File: src/rtl/arith_pkg.sv
`default_nettype none
// ============================================================================
// Module : arith_pkg
// Shared widths, constants and result record for the 8-bit arithmetic unit.
// Rev    : 1.0
// ============================================================================
package arith_pkg;

  localparam int unsigned DATA_W = 8;
  localparam int unsigned PROD_W = 16;
  localparam logic [DATA_W-1:0] DIV0_QUOT = 8'hFF;

  typedef struct packed {
    logic [DATA_W-1:0] sum;
    logic [PROD_W-1:0] prod;
    logic [DATA_W-1:0] diff;
    logic [DATA_W-1:0] quot;
    logic [DATA_W-1:0] rem;
    logic              dbz;
  } arith_res_t;

endpackage
`default_nettype wire

File: src/rtl/arith_div8.sv
`default_nettype none
// ============================================================================
// Module : arith_div8
// Combinational 8-step restoring divider; b==0 yields quot=FF, rem=dividend.
// Rev    : 1.0
// ============================================================================
module arith_div8
  import arith_pkg::*;
(
  input  logic [DATA_W-1:0] dividend,
  input  logic [DATA_W-1:0] divisor,
  output logic [DATA_W-1:0] quot,
  output logic [DATA_W-1:0] rem,
  output logic              dbz
);

  logic [DATA_W-1:0] w_part;
  logic [DATA_W:0]   w_trial;
  logic [DATA_W-1:0] w_quot;

  // The running remainder is always < divisor, so it fits in DATA_W bits.
  always_comb begin
    w_part  = '0;
    w_trial = '0;
    w_quot  = '0;
    for (int i = DATA_W - 1; i >= 0; i--) begin
      w_trial = {w_part, dividend[i]};
      if (w_trial >= {1'b0, divisor}) begin
        w_part    = DATA_W'(w_trial - {1'b0, divisor});
        w_quot[i] = 1'b1;
      end else begin
        w_part = w_trial[DATA_W-1:0];
      end
    end
  end

  assign dbz  = (divisor == '0);
  assign quot = dbz ? DIV0_QUOT : w_quot;
  assign rem  = dbz ? dividend  : w_part;

endmodule
`default_nettype wire

File: src/rtl/arithmetic_top.sv
`default_nettype none
// ============================================================================
// Module : arithmetic_top
// Two-stage unsigned 8-bit add/sub/mul/div unit: operand register, result register.
// Rev    : 1.0
// ============================================================================
module arithmetic_top
  import arith_pkg::*;
(
  input  logic              clk,
  input  logic              rst_n,
  input  logic              in_valid,
  input  logic [DATA_W-1:0] a,
  input  logic [DATA_W-1:0] b,
  output logic              out_valid,
  output logic [DATA_W-1:0] sum,
  output logic [PROD_W-1:0] prod,
  output logic [DATA_W-1:0] diff,
  output logic [DATA_W-1:0] quotient,
  output logic [DATA_W-1:0] remainder,
  output logic              div_by_zero
);

  logic [DATA_W-1:0] r_a;
  logic [DATA_W-1:0] r_b;
  logic              r_v1;
  logic              r_out_valid;
  arith_res_t        r_res;

  logic [DATA_W-1:0] w_quot;
  logic [DATA_W-1:0] w_rem;
  logic              w_dbz;

  arith_div8 u_div (
    .dividend (r_a),
    .divisor  (r_b),
    .quot     (w_quot),
    .rem      (w_rem),
    .dbz      (w_dbz)
  );

  always_ff @(posedge clk or negedge rst_n) begin
    if (!rst_n) begin
      r_a  <= '0;
      r_b  <= '0;
      r_v1 <= 1'b0;
    end else begin
      r_v1 <= in_valid;
      if (in_valid) begin
        r_a <= a;
        r_b <= b;
      end
    end
  end

  // Results only update on a valid stage-1 slot, so they hold across bubbles.
  always_ff @(posedge clk or negedge rst_n) begin
    if (!rst_n) begin
      r_out_valid <= 1'b0;
      r_res       <= '0;
    end else begin
      r_out_valid <= r_v1;
      if (r_v1) begin
        r_res.sum  <= r_a + r_b;
        r_res.diff <= r_a - r_b;
        r_res.prod <= PROD_W'(r_a) * PROD_W'(r_b);
        r_res.quot <= w_quot;
        r_res.rem  <= w_rem;
        r_res.dbz  <= w_dbz;
      end
    end
  end

  assign out_valid   = r_out_valid;
  assign sum         = r_res.sum;
  assign prod        = r_res.prod;
  assign diff        = r_res.diff;
  assign quotient    = r_res.quot;
  assign remainder   = r_res.rem;
  assign div_by_zero = r_res.dbz;

endmodule
`default_nettype wire

File: config.mk
export PLATFORM = sky130hd
export DESIGN_NAME = arithmetic_top
export DESIGN_NICKNAME = d
export VERILOG_FILES = /design/src/rtl/arith_pkg.sv /design/src/rtl/arith_div8.sv /design/src/rtl/arithmetic_top.sv
export SDC_FILE = /design/constraint.sdc
export NUM_CORES = 1
export LEC_CHECK = 0
export CAP_MARGIN = 20
export CORE_ASPECT_RATIO = 1.2
export CORE_MARGIN = 2
export CORE_UTILIZATION = 41
export DETAILED_ROUTE_END_ITERATION = 10
export PLACE_DENSITY = 0.69
export SYNTH_ARGS = -nofsm -noshare
export SYNTH_HDL_FRONTEND = slang
export SYNTH_SLANG_ARGS = --single-unit
File: constraint.sdc
create_clock -name clk -period 18.6 [get_ports clk]
set_input_delay 1.86 -clock clk [delete_from_list [all_inputs] [get_ports clk]]
set_output_delay 1.86 -clock clk [all_outputs]
set_load 0.01 [all_outputs]
==> flow_summary.json <==
{
  "outcome": "complete, no violations",
  "clk_pin_slew_ns": 0.06,
  "cts_tree": "done",
  "arrival_ns": 17.35,
  "fmax_mhz": 58.4,
  "ant_nets": 0,
  "insertion_delay_ns": 0.34,
  "dieArea_um2": 21100,
  "fp.dieW_um": 133,
  "io_pins": 69,
  "vias_per_cell": 5.62,
  "crit_path_frequent_cell": "ha_1",
  "overflow": 0,
  "grt_use_total": 0.232,
  "start_util": 0.418,
  "async_reset_ff_frac": 1.00,
  "skew_ns": 0.00810,
  "port_buffers": 68,
  "finish.net_count": 1170,
  "core_region_area_um2": 19500,
  "cts_hold_buffers": 0,
  "slew-limit-headroom": 0.415,
  "slowest_delay_ns": 0.67,
  "synth_cell_types": 73,
  "cts_sinks": 66,
  "grt_max_degree": 67,
  "first_pass_iters": 5,
  "grt_pass1_wl_um": 37900,
  "wl_per_cell_um": 18.9,
  "clock_path_buffers": 2,
  "start_kind": "flop",
  "tns_ns": 0,
  "antenna_found_initial": 0,
  "fin_crit_ns": 17.12,
  "hold_viol_final": 0,
  "r2r_slack_ns": 1.48,
  "dp_hpwl_um": 18200,
  "post_cts_buffers": 0,
  "die_h_um": 159,
  "tightest_slew_ns": 0.877,
  "yosys_most_used_dff": "dfrtp_1",
  "via_count": 7061,
  "crit_family": "compound AO/OA/AOI/OAI gates",
  "finalSetupViolCount": 0,
  "avgSynthCellArea_um2": 8.88,
  "synth_nets": 1099,
  "synth_seq_area_share": 0.202,
  "synthCells": 920,
  "synth_edf_count": 0,
  "postSynthRegisterBits": 66,
  "finalWirelength_um": 23700,
  "cts_buffers": 9,
  "multiInputGateArea_um2": 6030,
  "area_delta_synth_final_pct": 15.8,
  "crit_type": "reg -> reg",
  "crit_buf_inv": 6,
  "slew_viol_final": 0,
  "hold_class": "reg -> reg",
  "cp_data_required_time_ns": 18.83,
  "crit_fanout": 18,
  "regArea_um2": 1650,
  "place_congestion": 0.938,
  "synth_area_um2": 8170,
  "drc": 0,
  "cpMaxStageDelayCell": "a211oi_4",
  "nFillCells": 1852,
  "placementRows": 56,
  "fin_crit_sh": 0.920,
  "drive_above_1_share": 0.0853,
  "critPathCaptureType": "flop",
  "yosysTopAreaCellShare": 0.202,
  "synthTopCellsByArea": "dfrtp_1, ha_1, fa_1",
  "synth_top_area_cell": "dfrtp_1",
  "rsz0062_at_grt": "no",
  "drt_iter0_drc": 375,
  "h-tree-depth": 3,
  "maxCapViolations": 0,
  "grt_pass1_vias": 7091,
  "post_cts_resized": 0,
  "ctsRootBufferMaster": "clkbuf_16",
  "num_antenna_cells": 0,
  "yosysWarnings": 0
}
==> kinds of logic (layout without fill, tap and decap cells) <==
logic type,count (synthesis),after routing,share of synthesized area
mux,50,50,0.0680
compound gates,230,230,0.187
flops,66,66,0.202
simple gates,239,239,0.140
fa+ha+maj,160,160,0.286
xor+xnor,54,54,0.0579
buf+inv,121,197,0.0590
==> cells in the mapped netlist, types with 4 or more instances <==
| master | n |
|---|---|
| a21boi_0 | 9 |
| a21o_1 | 19 |
| a21oi_1 | 47 |
| a221o_1 | 6 |
| a31oi_1 | 7 |
| a41oi_1 | 4 |
| and2_1 | 4 |
| clkbuf_1 | 13 |
| clkinv_1 | 5 |
| dfrtp_1 | 66 |
| fa_1 | 45 |
| ha_1 | 115 |
| inv_1 | 96 |
| mux2_2 | 31 |
| mux2i_1 | 15 |
| nand2_1 | 67 |
| nand2b_1 | 8 |
| nand3_1 | 5 |
| nand4_1 | 5 |
| nor2_1 | 95 |
| nor2b_1 | 16 |
| nor3_1 | 13 |
| o21a_1 | 10 |
| o21ai_0 | 73 |
| o21ai_1 | 7 |
| o21bai_1 | 4 |
| o22a_1 | 4 |
| o22ai_1 | 9 |
| xnor2_1 | 40 |
| xor2_1 | 14 |
==> routing by layer <==
| metal | wire length (µm) | global-route usage |
|---|---|---|
| met5 | 0 | 0 |
| met4 | 996 | 0.108 |
| met3 | 1050 | 0.0312 |
| met2 | 11600 | 0.410 |
| met1 | 10000 | 0.282 |
==> through the flow <==
step                      setup WS (ns)  instances  instance area [µm²]  hold WS [ns]   util
after global placement             2.12       1241                 9160         0.463  0.469
final                              1.48       1257                 9460         0.475  0.484
after detailed placement           1.65       1241                 9160         0.469  0.469
after global routing              0.121       1257                 9460         0.498  0.484
after floorplan                    3.15        920                 8170         0.408      -
after CTS                          1.60       1257                 9460         0.482  0.484
==> placed cells by master (no fill, tap or decap), types with 12 or more instances in the layout <==
| cell type | netlist | final |
|---|---|---|
| nor3_1 | 13 | 13 |
| fa_1 | 45 | 45 |
| mux2i_1 | 15 | 15 |
| inv_1 | 96 | 96 |
| a21o_1 | 19 | 19 |
| nor2_1 | 95 | 95 |
| clkdlybuf4s50_1 | 0 | 67 |
| nor2b_1 | 16 | 16 |
| o21ai_0 | 73 | 73 |
| ha_1 | 115 | 115 |
| xnor2_1 | 40 | 40 |
| xor2_1 | 14 | 14 |
| buf_4 | 1 | 12 |
| mux2_2 | 31 | 31 |
| dfrtp_1 | 66 | 65 |
| a21oi_1 | 47 | 47 |
| nand2_1 | 67 | 67 |
==> registers in the layout (all words and copies together), names as in the netlist <==
signal       cells
diff             7
prod            16
r_v1             1
quotient         8
div_by_zero      1
r_b              8
sum              8
out_valid        1
r_a              8
remainder        8
==> cell type report <==
class	count	area share
Multi-Input combinational cell	733	0.638
Sequential cell	66	0.175
Timing Repair Buffer	80	0.0809
Inverter	101	0.0401
Tap cell	261	0.0345
Clock buffer	9	0.0238
Clock inverter	7	0.00807
==> worst register-to-register path: cells and delay by family (launching register included) <==
kind / cells / cell delay (ns)
mux: 4 / 1.53
buf+inv: 6 / 0.58
flops: 1 / 0.45
simple gates: 13 / 2.45
fa+ha+maj: 9 / 2.59
compound gates: 37 / 9.38
==> path summary, 6_finish.rpt <==
path,start,to,depth (start not counted)
worst max-delay path,r_a[7]$_DFFE_PN0P_,remainder[0]$_DFFE_PN0P_,69
worst min register to register,prod[7]$_DFFE_PN0P_,prod[7]$_DFFE_PN0P_,1
worst min-delay path,prod[7]$_DFFE_PN0P_,prod[7]$_DFFE_PN0P_,1
worst max register to register,r_a[7]$_DFFE_PN0P_,remainder[0]$_DFFE_PN0P_,69
min in group asynchronous,rst_n,prod[13]$_DFFE_PN0P_,2
max in group asynchronous,rst_n,r_v1$_DFF_PN0_,2
Power is not shown: default switching activity piles up to over one toggle a cycle in this logic, so the estimate is an artifact.
